===== src/rtl/ldpc_seq_pkg.sv =====
// Shared definitions for the LDPC frame sequencer.
//   seq_state_e : FSM encoding, also exported on o_state for CSR readback
//   LFSR_POLY   : Galois feedback taps for the optional message generator
//   LFSR_SEED   : substitute seed used when the supplied seed is zero
//   lfsr_next() : one right-shift Galois step
package ldpc_seq_pkg;

  typedef enum logic [2:0] {
    ST_IDLE  = 3'd0,
    ST_ENC   = 3'd1,
    ST_LOAD  = 3'd2,
    ST_DEC   = 3'd3,
    ST_CHECK = 3'd4
  } seq_state_e;

  localparam logic [31:0] LFSR_POLY = 32'h8020_0003;
  localparam logic [31:0] LFSR_SEED = 32'h0000_0001;

  function automatic logic [31:0] lfsr_next(input logic [31:0] s);
    return s[0] ? ((s >> 1) ^ LFSR_POLY) : (s >> 1);
  endfunction

endpackage


===== src/rtl/ldpc_seq_lfsr.sv =====
// Per-frame message generator (used only when LDPC_SEQ_LFSR_MSG_EN is defined).
//   clk, rst_n : clock, asynchronous active-low reset
//   load       : reload from seed (zero seed replaced by LFSR_SEED), stepping once
//   step       : advance one Galois step
//   seed       : 32-bit seed
//   value      : current LFSR state
module ldpc_seq_lfsr
  import ldpc_seq_pkg::*;
(
  input  logic        clk,
  input  logic        rst_n,
  input  logic        load,
  input  logic        step,
  input  logic [31:0] seed,
  output logic [31:0] value
);

  // The load step also advances, so the first frame already sees a stepped value.
  always_ff @(posedge clk or negedge rst_n) begin
    if (!rst_n) begin
      value <= '0;
    end else if (load) begin
      value <= lfsr_next((seed == '0) ? LFSR_SEED : seed);
    end else if (step) begin
      value <= lfsr_next(value);
    end
  end

endmodule


===== src/rtl/ldpc_frame_sequencer.sv =====
// Autonomous frame-loop controller for the LDPC encoder/decoder pair.
// Per frame: present message to encoder, capture codeword, apply error mask to
// build decoder channel inputs, pulse decoder start, await completion, score.
// Build option: LDPC_SEQ_LFSR_MSG_EN -> per-frame LFSR message instead of the
// latched i_msg.
// Ports:
//   i_clk, i_rst_n            clock, asynchronous active-low reset
//   i_start, i_abort          batch start pulse, abort level
//   i_frame_cnt, i_timeout    frames to run, per-phase cycle limit (0 = none)
//   i_msg, i_err_mask         message payload, codeword error pattern
//   o_enc_msg                 encoder message input
//   i_enc_cword, i_enc_valid  encoder codeword and valid
//   o_q0_0, o_q0_1            decoder channel inputs
//   o_start_dec               decoder start pulse
//   i_dec_ended, i_dec_final  decoder completion and decoded word
//   o_busy, o_done, o_aborted batch status
//   o_frame_idx, o_pass_cnt, o_fail_cnt, o_to_cnt  saturating counters
//   o_state                   FSM state for readback
module ldpc_frame_sequencer
  import ldpc_seq_pkg::*;
#(
  parameter int unsigned MM      = 'h0a8,
  parameter int unsigned NN      = 'h0d0,
  parameter int unsigned CNT_W   = 16,
  parameter int unsigned TO_W    = 16,
  parameter int unsigned ENC_LAT = 2
) (
  input  logic             i_clk,
  input  logic             i_rst_n,
  input  logic             i_start,
  input  logic             i_abort,
  input  logic [CNT_W-1:0] i_frame_cnt,
  input  logic [TO_W-1:0]  i_timeout,
  input  logic [NN-MM-1:0] i_msg,
  input  logic [NN-1:0]    i_err_mask,
  output logic [NN-MM-1:0] o_enc_msg,
  input  logic [NN-1:0]    i_enc_cword,
  input  logic             i_enc_valid,
  output logic [NN-1:0]    o_q0_0,
  output logic [NN-1:0]    o_q0_1,
  output logic             o_start_dec,
  input  logic             i_dec_ended,
  input  logic [NN-1:0]    i_dec_final,
  output logic             o_busy,
  output logic             o_done,
  output logic             o_aborted,
  output logic [CNT_W-1:0] o_frame_idx,
  output logic [CNT_W-1:0] o_pass_cnt,
  output logic [CNT_W-1:0] o_fail_cnt,
  output logic [CNT_W-1:0] o_to_cnt,
  output logic [2:0]       o_state
);

  localparam int unsigned MW = NN - MM;

  seq_state_e       state, state_nx;
  logic [CNT_W-1:0] frame_cnt_q;
  logic [TO_W-1:0]  timeout_q;
  logic [TO_W-1:0]  phase_cnt;
  logic [NN-1:0]    mask_q;
  logic [NN-1:0]    cword_q;
  logic             accept, enc_fire, chk_fire, to_fire, aborting;
  logic             to_hit, last, enter_enc, phase_clr;

  function automatic logic [CNT_W-1:0] sat_inc(input logic [CNT_W-1:0] v);
    return (v == '1) ? v : v + CNT_W'(1);
  endfunction

  assign o_state   = state;
  assign phase_clr = enter_enc || (state == ST_LOAD);

  always_ff @(posedge i_clk or negedge i_rst_n) begin
    if (!i_rst_n) state <= ST_IDLE;
    else          state <= state_nx;
  end

  // Abort overrides every other event; a timed-out frame ends exactly like a
  // CHECK, so both share the frame-end path at the bottom.
  always_comb begin
    state_nx = state;
    accept   = 1'b0;
    enc_fire = 1'b0;
    chk_fire = 1'b0;
    to_fire  = 1'b0;
    aborting = (state != ST_IDLE) && i_abort;
    to_hit   = (timeout_q != '0) && (phase_cnt == timeout_q - TO_W'(1));
    last     = (o_frame_idx + CNT_W'(1)) == frame_cnt_q;
    if (aborting) begin
      state_nx = ST_IDLE;
    end else begin
      case (state)
        ST_IDLE: begin
          if (i_start) begin
            accept = 1'b1;
            if (i_frame_cnt != '0) state_nx = ST_ENC;
          end
        end
        ST_ENC: begin
          if ((phase_cnt >= TO_W'(ENC_LAT)) && i_enc_valid) begin
            enc_fire = 1'b1;
            state_nx = ST_LOAD;
          end else if (to_hit) begin
            to_fire = 1'b1;
          end
        end
        ST_LOAD: state_nx = ST_DEC;
        ST_DEC: begin
          // ended is a level from the previous frame during the first DEC cycle
          if ((phase_cnt != '0) && i_dec_ended) state_nx = ST_CHECK;
          else if (to_hit)                      to_fire  = 1'b1;
        end
        ST_CHECK: chk_fire = 1'b1;
        default:  state_nx = ST_IDLE;
      endcase
      if (to_fire || chk_fire) state_nx = last ? ST_IDLE : ST_ENC;
    end
    enter_enc = (accept && (i_frame_cnt != '0)) || ((to_fire || chk_fire) && !last);
  end

  always_ff @(posedge i_clk or negedge i_rst_n) begin
    if (!i_rst_n) begin
      phase_cnt <= '0;
    end else if (phase_clr) begin
      phase_cnt <= '0;
    end else if (phase_cnt != '1) begin
      phase_cnt <= phase_cnt + TO_W'(1);
    end
  end

  always_ff @(posedge i_clk or negedge i_rst_n) begin
    if (!i_rst_n) begin
      frame_cnt_q <= '0;
      timeout_q   <= '0;
      mask_q      <= '0;
      cword_q     <= '0;
      o_q0_0      <= '0;
      o_q0_1      <= '0;
      o_start_dec <= 1'b0;
      o_busy      <= 1'b0;
      o_done      <= 1'b0;
      o_aborted   <= 1'b0;
      o_frame_idx <= '0;
      o_pass_cnt  <= '0;
      o_fail_cnt  <= '0;
      o_to_cnt    <= '0;
    end else begin
      o_done      <= (accept && (i_frame_cnt == '0)) || aborting ||
                     ((to_fire || chk_fire) && last);
      o_busy      <= (state_nx != ST_IDLE);
      o_start_dec <= (state == ST_LOAD) && !i_abort;
      if (accept) begin
        frame_cnt_q <= i_frame_cnt;
        timeout_q   <= i_timeout;
        mask_q      <= i_err_mask;
        o_aborted   <= 1'b0;
        o_frame_idx <= '0;
        o_pass_cnt  <= '0;
        o_fail_cnt  <= '0;
        o_to_cnt    <= '0;
      end
      if (aborting) o_aborted <= 1'b1;
      if (enc_fire) cword_q <= i_enc_cword;
      if ((state == ST_LOAD) && !i_abort) begin
        o_q0_1 <= cword_q ^ mask_q;
        o_q0_0 <= ~(cword_q ^ mask_q);
      end
      if (chk_fire) begin
        if (i_dec_final == cword_q) o_pass_cnt <= sat_inc(o_pass_cnt);
        else                        o_fail_cnt <= sat_inc(o_fail_cnt);
      end
      if (to_fire)              o_to_cnt    <= sat_inc(o_to_cnt);
      if (to_fire || chk_fire)  o_frame_idx <= sat_inc(o_frame_idx);
    end
  end

`ifdef LDPC_SEQ_LFSR_MSG_EN
  logic [31:0] lfsr_val;

  ldpc_seq_lfsr u_lfsr (
    .clk   (i_clk),
    .rst_n (i_rst_n),
    .load  (accept && (i_frame_cnt != '0)),
    .step  (enter_enc && !accept),
    .seed  (i_msg[31:0]),
    .value (lfsr_val)
  );

  always_comb begin
    o_enc_msg = '0;
    for (int unsigned i = 0; i < MW; i++) o_enc_msg[i] = lfsr_val[i % 32];
  end
`else
  always_ff @(posedge i_clk or negedge i_rst_n) begin
    if (!i_rst_n)    o_enc_msg <= '0;
    else if (accept) o_enc_msg <= i_msg;
  end
`endif

endmodule


===== config.mk =====
export PLATFORM = sky130hd
export DESIGN_NAME = ldpc_frame_sequencer
export DESIGN_NICKNAME = d
export VERILOG_FILES = /design/src/rtl/ldpc_seq_pkg.sv /design/src/rtl/ldpc_seq_lfsr.sv /design/src/rtl/ldpc_frame_sequencer.sv
export SDC_FILE = /design/constraint.sdc
export NUM_CORES = 2
export LEC_CHECK = 0
export ABC_AREA = 1
export ABC_CLOCK_PERIOD_IN_PS = 3300
export CAP_MARGIN = 0
export CELL_PAD_IN_SITES_DETAIL_PLACEMENT = 1
export CELL_PAD_IN_SITES_GLOBAL_PLACEMENT = 1
export CORE_AREA = 2 2 476 478
export DETAILED_ROUTE_END_ITERATION = 8
export DIE_AREA = 0 0 478 480
export PLACE_DENSITY = 0.57
export SKIP_CTS_REPAIR_TIMING = 1
export SYNTH_ARGS = -nofsm -noshare
export SYNTH_HDL_FRONTEND = slang
export SYNTH_SLANG_ARGS = --single-unit

===== constraint.sdc =====
create_clock -name i_clk -period 3.3 [get_ports i_clk]
set_clock_uncertainty 0.2 [all_clocks]
set_input_delay 0.825 -clock i_clk [delete_from_list [all_inputs] [get_ports i_clk]]
set_output_delay 0.825 -clock i_clk [all_outputs]
set_load 0.02 [all_outputs]

==> impl_metrics.py <==
metrics = {
    "outcome": {
        "status": "finished, final reports clean",
    },
    "synth": {
        "synth_xor_area_share_pct": 8.41,
        "synthSimpleGateAreaFrac_pct": 22.9,
        "syn_area_um2": 44600,
        "synthMuxAreaShare_pct": 4.52,
        "synth_cell_types": 51,
        "synth.area.top_cells": "dfrtp_1 (56%), nand2_1 (16%), mux2_2 (4.5%), xor2_1 (4.2%), xnor2_1 (4.2%)",
        "syn_inst": 4855,
        "synth_area_leader_cell": "dfrtp_1",
        "ys_warn_count": 0,
        "ys_ff_latch": 991,
        "synth_fp_nets": 5565,
        "synth_top_family_by_area": "simple AND/OR/NAND/NOR gates",
        "syn_avg_cell_area_um2": 9.18,
        "ys_seq_area_share_pct": 55.6,
        "synth_adder_area_share_pct": 0.224,
        "synth_compound_area_share_pct": 5.15,
        "synth_top_area_share_pct": 55.6,
    },
    "cts": {
        "cts_tree": "done",
        "cts-root-buf": "clkbuf_16",
        "clk_path_buf_depth": 3,
        "clkSinkCount": 991,
        "insertion_delay_ps": 790,
        "cts_buffers": 130,
        "clk_pin_slew_worst_paths_ps": 60,
        "cts_max_level": 4,
    },
    "sta": {
        "min_period_ps": 3210,
        "setup_violations": 0,
        "fmax_ghz": 0.312,
        "hold_viol_final": 0,
        "finalCritPeriodShare_pct": 97.1,
        "whs_ps": 267,
        "final.setup.tns_ps": 0,
        "rsz0062_at_grt": "false",
        "relSlewSlack_pct": 43.1,
        "worstMarginPinSlew_ps": 853,
        "maxSlewViolCount": 0,
    },
    "hold_path": {
        "hold_path_depth": 2,
        "min_from": "o_q0_1[34]$_DFFE_PN0P_",
        "min_to": "o_q0_1[34]$_DFFE_PN0P_",
        "hold_path.class": "reg -> reg",
    },
    "setup_path": {
        "crit_path_max_incr_delay_ps": 480,
        "rr_worst_depth": 14,
        "crit_fanout": 17,
        "path_cells": "clkdlybuf4s50_1 -> xor2_1 -> nor2_1 -> nand4_1 -> buf_4 -> nor2_1 -> nand2_1 -> nor2_1 -> nand2_1 -> nor2_4 -> buf_6 -> nand2_1 -> buf_12 -> o21ai_0 -> nand2_1",
        "regToRegStartpoint": "cword_q[203]$_DFFE_PN0P_",
        "crit_top_cell": "nand2_1",
        "r2r_slack_ps": 150,
        "worstPathRequired_ps": 3740,
        "cp_slowest_cell": "nor2_1",
        "endpoint_kind": "flop",
        "reg2reg_to": "o_pass_cnt[10]$_DFFE_PN0P_",
        "critical_path_arrival_ps": 3650,
        "startpoint_type": "input pin",
        "critPathKind": "in -> reg",
    },
    "grt": {
        "grt_overflow": 0,
        "use_met3_pct": 6.36,
        "grt_use_met2_pct": 38.1,
        "top_usage_layer": "met2",
        "grt_pass1_vias": 43900,
        "grt_usage_pct": 21.9,
        "grt_antenna_before_repair": 83,
        "grt_max_degree": 123,
        "grt_use_met1_pct": 25.4,
        "grt_pass1_wl_um": 352000,
    },
    "detailed_routing": {
        "detail_route.vias_per_cell": 4.22,
        "drc": 0,
        "vias": 40300,
        "antenna_left": 0,
        "wirelength_um": 256000,
        "wl_per_cell_um": 26.9,
        "dr.first_iter.drc_count": 1979,
        "firstDrtPassIters": 4,
    },
    "layout": {
        "nNetsFinal": 7129,
        "fin_area_um2": 68300,
        "areaGrowthSynthToFinish_pct": 53.1,
        "drive_gt1_share_pct": 13.3,
        "fin_util_pct": 30.5,
    },
    "floorplan": {
        "coreArea_um2": 224000,
        "die-width_um": 478,
        "rows": 174,
        "start_util_pct": 19.9,
        "io_pins": 1229,
        "die_h_um": 480,
        "die_area_um2": 229000,
    },
    "power_and_ir_drop": {
        "p_leak_nw": 31.0,
        "p_per_area_nw_per_um2": 998,
        "max-vdd-ir-drop_v": 0.000492,
    },
    "placed_design": {
        "placed_area_um2": 63600,
        "port_buffers": 1228,
        "place.gp.congestion": 0.898,
        "dp_hpwl_um": 210000,
    },
    "flow_run": {
        "maxCapViolCount": 0,
    },
}
-- cell families (layout without fill, tap and decap cells) --
kind of cell	count (synthesis)	after routing
flip-flops	991	991
AND/OR/NAND/NOR	2540	2540
adder cells (fa/ha/maj)	8	8
AO/OA/AOI/OAI	345	345
XOR/XNOR	428	428
buffers and inverters	364	2023
multiplexers	179	179
other	0	43
-- final cells by class --
| cell class | instances | area [um2] |
|---|---|---|
| antenna | 43 | 108 |
| clock buffer | 189 | 3750 |
| clock inverter | 38 | 554 |
| fill | 25600 | 156000 |
| inverter | 191 | 736 |
| multi-input combinational | 3500 | 18700 |
| sequential | 991 | 24800 |
| tap | 2992 | 3740 |
| timing repair buffer | 1605 | 15900 |
-- layout by cell type (no fill, tap or decap), types with 10 or more instances in the layout --
cell             Yosys  layout
a21oi_1             45      44
buf_12               0      63
buf_4                1     314
clkbuf_1           142      33
clkbuf_16            0     131
clkbuf_8             0      25
clkdlybuf4s50_1      0    1222
clkinv_2             0      13
dfrtp_1            991     988
diode_2              0      43
inv_1              184     183
mux2_2             178     178
nand2_1           1892    1884
nand2_2              6      12
nand3_1            127     124
nand3b_1            16      16
nand4_1             51      51
nor2_1             314     304
nor2_2              20      22
nor2_4               2      10
nor3_1              49      46
o21a_1             208     208
o21ai_0             70      69
or2_2               26      26
xnor2_1            212     198
xnor2_2              0      13
xor2_1             216     213
-- worst max path at each step --
stage	from	endpoint	slack, ps	cells past startpoint
detailed placement	i_dec_final[92]	o_pass_cnt[2]$_DFFE_PN0P_	-1690	15
global route	cword_q[157]$_DFFE_PN0P_	o_pass_cnt[10]$_DFFE_PN0P_	1	16
global placement	i_dec_final[92]	o_pass_cnt[2]$_DFFE_PN0P_	-1730	15
CTS	cword_q[50]$_DFFE_PN0P_	o_pass_cnt[11]$_DFFE_PN0P_	-860	15
finish	i_dec_final[97]	o_pass_cnt[10]$_DFFE_PN0P_	90	15
floorplan	i_dec_final[54]	o_pass_cnt[8]$_DFFE_PN0P_	700	14
-- flip-flops by register name, summed over array words and instances (netlist names) --
signal	count
o_enc_msg	40
cword_q	208
o_done	1
frame_cnt_q	16
o_aborted	1
o_frame_idx	16
o_fail_cnt	16
o_pass_cnt	16
o_state	3
o_q0_1	208
mask_q	208
o_q0_0	208
o_start_dec	1
o_busy	1
phase_cnt	16
o_to_cnt	16
timeout_q	16
-- through the flow --
step	setup WS [ps]	instances	power [mW]
after global routing	1.34	9537	72.1
after global placement	-1730	9278	53.8
final	94.5	9549	68.1
after detailed placement	-1690	9278	54.3
after CTS	-858	9505	69.3
after floorplan	697	4855	35.3
-- Yosys cell counts, drive strengths merged --
cell type / instances
xor2: 216
a21oi: 45
buf: 31
nor3b: 2
o21a: 208
nand2: 1900
clkinv: 2
mux2: 178
o31ai: 1
a31oi: 1
nand2b: 2
xnor2: 212
nand4: 51
ha: 8
nor3: 52
inv: 189
a21boi: 1
dfrtp: 991
a21o: 2
and2: 6
nand3: 127
nor2: 336
o21ai: 75
or2: 29
nor4: 9
o22ai: 7
mux2i: 1
a22oi: 1
o21bai: 3
nor2b: 9
clkbuf: 142
nand3b: 16
and3: 1
o211ai: 1
-- critical path: cells and delay by family --
kind	cells	cell delay [ps]
and+or+nand+nor	9	1510
buffers and inverters	4	940
xor gates and xnor gates	1	180
AOI/OAI and AO/OA	1	180
-- metal layers --
metal  wire length (um)  part of all wire, %
met2             128000                   50
met1             102000                   40
met5                253                0.099
met4               8520                  3.3
met3              17400                  6.8
-- report_power, final --
part	switching (mW)	leakage [nW]	internal (mW)
combinational	17.3	16.8	13.7
clock	6.02	2.11	8.50
sequential	5.03	12.1	17.6
(Power assumes the default switching activity.)
